[src/rtl/cam_pixel_capture.sv]
// rtl/cam_pixel_capture.sv - camera byte-pair capture into a 17-bit FIFO with frame-start markers
// Optional 2x2 decimation of written pixels: define CAM_CAPTURE_DECIMATE_EN.
module cam_pixel_capture #(
    parameter int FRAME_WIDTH  = 640,
    parameter int FRAME_HEIGHT = 480
) (
    input  logic        PixelClk,
    input  logic        nRST,
    input  logic        calib_done,
    input  logic        cam_vsync,
    input  logic        href,
    input  logic [7:0]  p_data,
    input  logic        fifo_full,
    output logic [16:0] fifo_data,
    output logic        fifo_wr_en,
    output logic        frame_active,
    output logic        overflow,
    output logic        line_error,
    output logic [15:0] frame_count
);

    typedef enum logic [2:0] {
        WAIT_CALIB,
        WAIT_BLANK,
        WAIT_FRAME,
        CAPTURE,
        DROP
    } state_t;

    localparam logic [10:0] WIDTH_L  = 11'(FRAME_WIDTH);
    localparam logic [9:0]  HEIGHT_L = 10'(FRAME_HEIGHT);

    state_t      state_q, state_d;
    logic        vsync_q, href_q, href_prev_q;
    logic [7:0]  data_q, hi_q, hi_d;
    logic        pair_q, pair_d;
    logic [10:0] pix_cnt_q, pix_cnt_d, pix_inc;
    logic [9:0]  line_cnt_q, line_cnt_d, line_inc;
    logic [16:0] fifo_data_q, fifo_data_d;
    logic        wr_en_q, wr_en_d;
    logic        overflow_q, overflow_d;
    logic        line_error_q, line_error_d;
    logic [15:0] frame_count_q, frame_count_d;
    logic        href_rise, href_fall, keep_pix;

    assign href_rise = href_q & ~href_prev_q;
    assign href_fall = ~href_q & href_prev_q;
    assign pix_inc   = (pix_cnt_q == 11'h7FF) ? pix_cnt_q : pix_cnt_q + 11'd1;
    assign line_inc  = (line_cnt_q == 10'h3FF) ? line_cnt_q : line_cnt_q + 10'd1;

`ifdef CAM_CAPTURE_DECIMATE_EN
    // Counters still run on the full stream; only the write is filtered.
    assign keep_pix = ~pix_cnt_q[0] & ~line_cnt_q[0];
`else
    assign keep_pix = 1'b1;
`endif

    always_comb begin
        state_d       = state_q;
        hi_d          = hi_q;
        pair_d        = pair_q;
        pix_cnt_d     = pix_cnt_q;
        line_cnt_d    = line_cnt_q;
        fifo_data_d   = fifo_data_q;
        wr_en_d       = 1'b0;
        overflow_d    = overflow_q;
        line_error_d  = line_error_q;
        frame_count_d = frame_count_q;

        if (!calib_done) begin
            state_d = WAIT_CALIB;
        end else begin
            case (state_q)
                WAIT_CALIB: state_d = WAIT_BLANK;
                WAIT_BLANK: if (vsync_q) state_d = WAIT_FRAME;
                WAIT_FRAME: begin
                    if (!vsync_q) begin
                        if (!fifo_full) begin
                            fifo_data_d = 17'h10000;
                            wr_en_d     = 1'b1;
                            line_cnt_d  = 10'd0;
                            pix_cnt_d   = 11'd0;
                            pair_d      = 1'b0;
                            state_d     = CAPTURE;
                        end else begin
                            overflow_d = 1'b1;
                            state_d    = DROP;
                        end
                    end
                end
                CAPTURE: begin
                    if (vsync_q) begin
                        if (line_cnt_q != HEIGHT_L) line_error_d = 1'b1;
                        frame_count_d = frame_count_q + 16'd1;
                        pair_d        = 1'b0;
                        state_d       = WAIT_FRAME;
                    end else if (href_q) begin
                        if (href_rise) pix_cnt_d = 11'd0;
                        // A rise always carries a first byte: pair_q was cleared at the last fall.
                        if (!pair_q) begin
                            hi_d   = data_q;
                            pair_d = 1'b1;
                        end else begin
                            pair_d    = 1'b0;
                            pix_cnt_d = pix_inc;
                            if (keep_pix) begin
                                if (fifo_full) begin
                                    overflow_d = 1'b1;
                                    state_d    = DROP;
                                end else begin
                                    fifo_data_d = {1'b0, hi_q, data_q};
                                    wr_en_d     = 1'b1;
                                end
                            end
                        end
                    end else if (href_fall) begin
                        pair_d     = 1'b0;
                        line_cnt_d = line_inc;
                        if (pix_cnt_q != WIDTH_L) line_error_d = 1'b1;
                    end
                end
                DROP:    state_d = WAIT_BLANK;
                default: state_d = WAIT_CALIB;
            endcase
        end
    end

    always_ff @(posedge PixelClk or negedge nRST) begin
        if (!nRST) begin
            state_q       <= WAIT_CALIB;
            vsync_q       <= 1'b0;
            href_q        <= 1'b0;
            href_prev_q   <= 1'b0;
            data_q        <= 8'd0;
            hi_q          <= 8'd0;
            pair_q        <= 1'b0;
            pix_cnt_q     <= 11'd0;
            line_cnt_q    <= 10'd0;
            fifo_data_q   <= 17'd0;
            wr_en_q       <= 1'b0;
            overflow_q    <= 1'b0;
            line_error_q  <= 1'b0;
            frame_count_q <= 16'd0;
        end else begin
            state_q       <= state_d;
            vsync_q       <= cam_vsync;
            href_q        <= href;
            href_prev_q   <= href_q;
            data_q        <= p_data;
            hi_q          <= hi_d;
            pair_q        <= pair_d;
            pix_cnt_q     <= pix_cnt_d;
            line_cnt_q    <= line_cnt_d;
            fifo_data_q   <= fifo_data_d;
            wr_en_q       <= wr_en_d;
            overflow_q    <= overflow_d;
            line_error_q  <= line_error_d;
            frame_count_q <= frame_count_d;
        end
    end

    assign fifo_data    = fifo_data_q;
    assign fifo_wr_en   = wr_en_q;
    assign frame_active = (state_q == CAPTURE);
    assign overflow     = overflow_q;
    assign line_error   = line_error_q;
    assign frame_count  = frame_count_q;

endmodule
[config.mk]
export PLATFORM = sky130hd
export DESIGN_NAME = cam_pixel_capture
export DESIGN_NICKNAME = d
export VERILOG_FILES = /design/src/rtl/cam_pixel_capture.sv
export SDC_FILE = /design/constraint.sdc
export NUM_CORES = 1
export LEC_CHECK = 0
export ABC_AREA = 1
export BUFFER_PORTS_ARGS = -buffer_cell sky130_fd_sc_hd__buf_4
export CAP_MARGIN = 20
export CORE_UTILIZATION = 40
export DETAILED_ROUTE_END_ITERATION = 8
export PLACE_DENSITY = 0.67
export SLEW_MARGIN = 20
export SYNTH_ARGS = -nofsm -noshare
export SYNTH_HDL_FRONTEND = slang
export SYNTH_SLANG_ARGS = --single-unit
[constraint.sdc]
create_clock -name PixelClk -period 1.9 [get_ports PixelClk]
set_input_delay 0.095 -clock PixelClk [delete_from_list [all_inputs] [get_ports PixelClk]]
set_output_delay 0.095 -clock PixelClk [all_outputs]
set_load 0.1 [all_outputs]
==> summary.md <==
| Metric | Value |
|---|---|
| Critical path fanouts, max | 10 |
| Count of different cell masters after synthesis | 31 |
| WP data arrival | 2000 ps |
| Critical R2R Capture | line_cnt_q[0] |
| Worst Hold End | state_q[2] |
| Hold/Removal Path Class | primary input to flip-flop |
| Worst Skew | 10.7 ps |
| Synth area leaders | dfrtp_1 (49%), nand2_1 (17%), nand3_1 (5.4%) |
| Compound-Gate Fraction of Synth Area | 3.93% |
| Worst-Margin Slew | 471 ps |
| Initial Utilization | 41.6% |
| Crit path required time | 2200 ps |
| Fraction of synthesized area in multiplexers | 0% |
| Crit path max-delay family | simple AND/OR/NAND/NOR gates |
| #FFs+latches synth | 80 |
| Max-cap violations | 0 |
| Gpl congestion | 0.879 |
| Hold path cells | 3 |
| Final WL | 8710 um |
| Total core area | 9860 um2 |
| CTS Buf Count | 9 |
| Max Slew Vio Count | 0 |
| Most frequent CP cell | nand2_1 |
| DRT iter0 DRCs | 155 |
| CP Cell Sequence | inv_1 > nand2_2 > nor2_1 > nand2_1 > nand3_2 > clkinvlp_4 > nand2_2 > nand2_1 > nand2_1 |
| Overflow after GRT | 0 |
| Met2 Track Usage GR | 30.5% |
| Crit path time final | 1700 ps |
| Hold_sp | fifo_full |
| Syn_nets | 544 |
| Simple-Gate Fraction of Synth Area | 35.9% |
| Drt pass-1 iters | 4 |
| Synth warn | 0 |
| First-pass GRT wire length | 14,900 um |
| Routed Antenna Nets | 0 |
| Mapped Area | 4100 um2 |
| Setup TNS | 0 ps |
| Root buffer cell | clkbuf_8 |
| Worst-case vdd ir drop | 1110 uV |
| DRC | 0 |
| Post-CTS setup buffers | 0 |
| Die X | 103 um |
| Height of the die | 103 um |
| Ports | 51 |
| Vias in the first global route | 3,325 |
| RSZ-0062 raised after global routing | no |
| Vias per std cell | 4.84 |
| Clock latency on the worst-skew pair | 360 ps |
| Top Usage Layer GRT | met2 |
| Fmax achieved | 589 MHz |
| Status | finished, final reports clean |
| Cell type with the largest total area after synthesis | dfrtp_1 |
| Leakage power | 0.00256 uW |
| Area Overhead vs Synth | 22.2% |
| Die Area | 10,700 um2 |
| Power density over cell area | 1050 nW/um2 |
| Met1 usage | 23.2% |
| Met3 Track Usage GR | 4.84% |
| Placed cells | 708 |
| Clock transition time at the flip-flop clock pins of the worst setup and hold paths | 90 ps |
| Flop2flop setup slack | 200 ps |
| Main combinational cell family by area after synthesis | simple AND/OR/NAND/NOR gates |
| Worst Path Buf+Inv | 2 |
| Share of cells above drive strength 1 | 16.8% |
| Largest net degree at the start of global routing | 38 |
| Initial antenna violation count | 0 |
| Slowest stage delay, CP | 410 ps |
| GRT Overall Usage | 18.1% |
| Tcrit/Tclk final | 89.3% |
| Async SR Flop Fraction | 100% |
| Main synth FF type | dfrtp_1 |
| Crit end category | flip-flop |
| Post-Syn Area per Cell | 7.82 um2 |
| N_diodes | 0 |
| Post-synth EDFFs | 0 |
| Relative slew slack | 68.6% |
| Adder-Cell Fraction of Synth Area | 1.52% |
| Worst-path cell with the longest stage delay | dfrtp_1 |
| CTS Sinks | 80 |
| Final hold violation count | 0 |
| Fin nets | 616 |
| Post-Syn Instances | 525 |
| R2R depth | 9 |
| Via count | 3,561 |
| Sequential fraction of the synthesis area | 48.8% |
| CTS tree | done |
| # rows | 36 |
| Final setup fails | 0 |
| # H-tree levels | 3 |
| Fin cells | 735 |
| WL per Instance | 11.8 um |
| Startpoint Class | flip-flop |
| Worst R2R Start | state_q[2] |
| Port bufs | 50 |
| HPWL after DPL | 6400 um |
| Clock buffer depth | 2 |
| Post-synth top area share | 48.8% |
| XOR/XNOR share of the synthesized area | 2.99% |
| Worst setup path class | flip-flop to flip-flop |
| Post-route core utilization | 50.8% |
-- cells in the mapped netlist (all sizes together), types with 4 or more instances --
cell / instances
a21oi: 7
buf: 7
clkbuf: 4
dfrtp: 80
ha: 5
inv: 56
nand2: 191
nand3: 46
nand3b: 8
nand4: 19
nor2: 51
nor3: 10
o21ai: 23
xnor2: 7
xor2: 7
-- cell usage in the layout (no fill, tap or decap), drive strengths merged, types with 8 or more instances in the layout --
master and count:
buf 61, clkbuf 9, dfrtp 80, dlygate4sd3 11, inv 59, nand2 191
nand3 46, nand3b 8, nand4 19, nor2 51, nor3 10, o21ai 23
-- timing repair --
action | 4_1_cts | 5_1_grt
setup endpoints to repair | 0 | 19
hold endpoints to repair | 44 | 0
hold buffers | 11 | 0
resized for setup | 0 | 4
-- worst max-delay path by stage --
stage	to	start	cells after the start
6_report	line_cnt_q[0]	state_q[2]	9
5_1_grt	line_cnt_q[2]	state_q[2]	9
4_1_cts	pix_cnt_q[5]	pix_cnt_q[0]	8
3_5_place_dp	pix_cnt_q[5]	pix_cnt_q[0]	8
3_3_place_gp	pix_cnt_q[8]	pix_cnt_q[0]	8
2_1_floorplan	frame_count[11]	frame_count[4]	5
-- per-layer routing --
layer	up-vias	part of all wire, %
met3	9	4.1
met5	-	0
met1	1671	47
li1	1804	-
met2	77	48
met4	0	1.1
-- kinds of logic (layout without fill, tap and decap cells) --
kind of cell / count (synthesis) / count (layout)
buf+inv: 68 / 145
xor+xnor: 14 / 14
compound gates: 30 / 30
flops: 80 / 80
fa+ha+maj: 5 / 5
simple gates: 328 / 328
-- per-stage QoR --
step | cell area, um2 | hold WS, ps | total power (uW) | setup slack [ps]
final | 5010 | 78.7 | 5260 | 203
after global routing | 5010 | 71.3 | 5530 | 25.7
after CTS | 5000 | 42.7 | 5310 | 149
after detailed placement | 4660 | 85.3 | 3850 | 153
after global placement | 4660 | 84.9 | 3820 | 222
after floorplan | 4110 | -201 | 3420 | 17.7
-- worst reg2reg max path: stages, from the launching register on --
cell and delay, ps:
dfrtp_1 410, inv_1 90, nand2_2 90, nor2_1 150
nand2_1 140, nand3_2 180, clkinvlp_4 210, nand2_2 230
nand2_1 70, nand2_1 70
-- registers in the layout, indices dropped and copies added (netlist names) --
register and count:
state_q 3, overflow 1, fifo_data 17, data_q 8, pair_q 1, line_cnt_q 10, href_q 1, frame_count 16
hi_q 8, vsync_q 1, href_prev_q 1, pix_cnt_q 11, line_error 1, fifo_wr_en 1
-- power breakdown --
group	total, uW	internal, uW	switching (uW)	leakage [uW]
logic	1710	403	1310	0.00140
clock network	1420	753	668	0.000107
registers	2120	1920	201	0.00105
-- cell type report --
| class | count | area, um2 |
|---|---|---|
| repair buffers | 72 | 568 |
| well taps | 133 | 166 |
| flip-flops and latches | 80 | 2000 |
| fillers | 962 | 4850 |
| clock inverters | 7 | 101 |
| multi-input cells | 377 | 1830 |
| clock buffers | 9 | 124 |
| inverters | 57 | 218 |
Power figures use the tool's default switching activity.
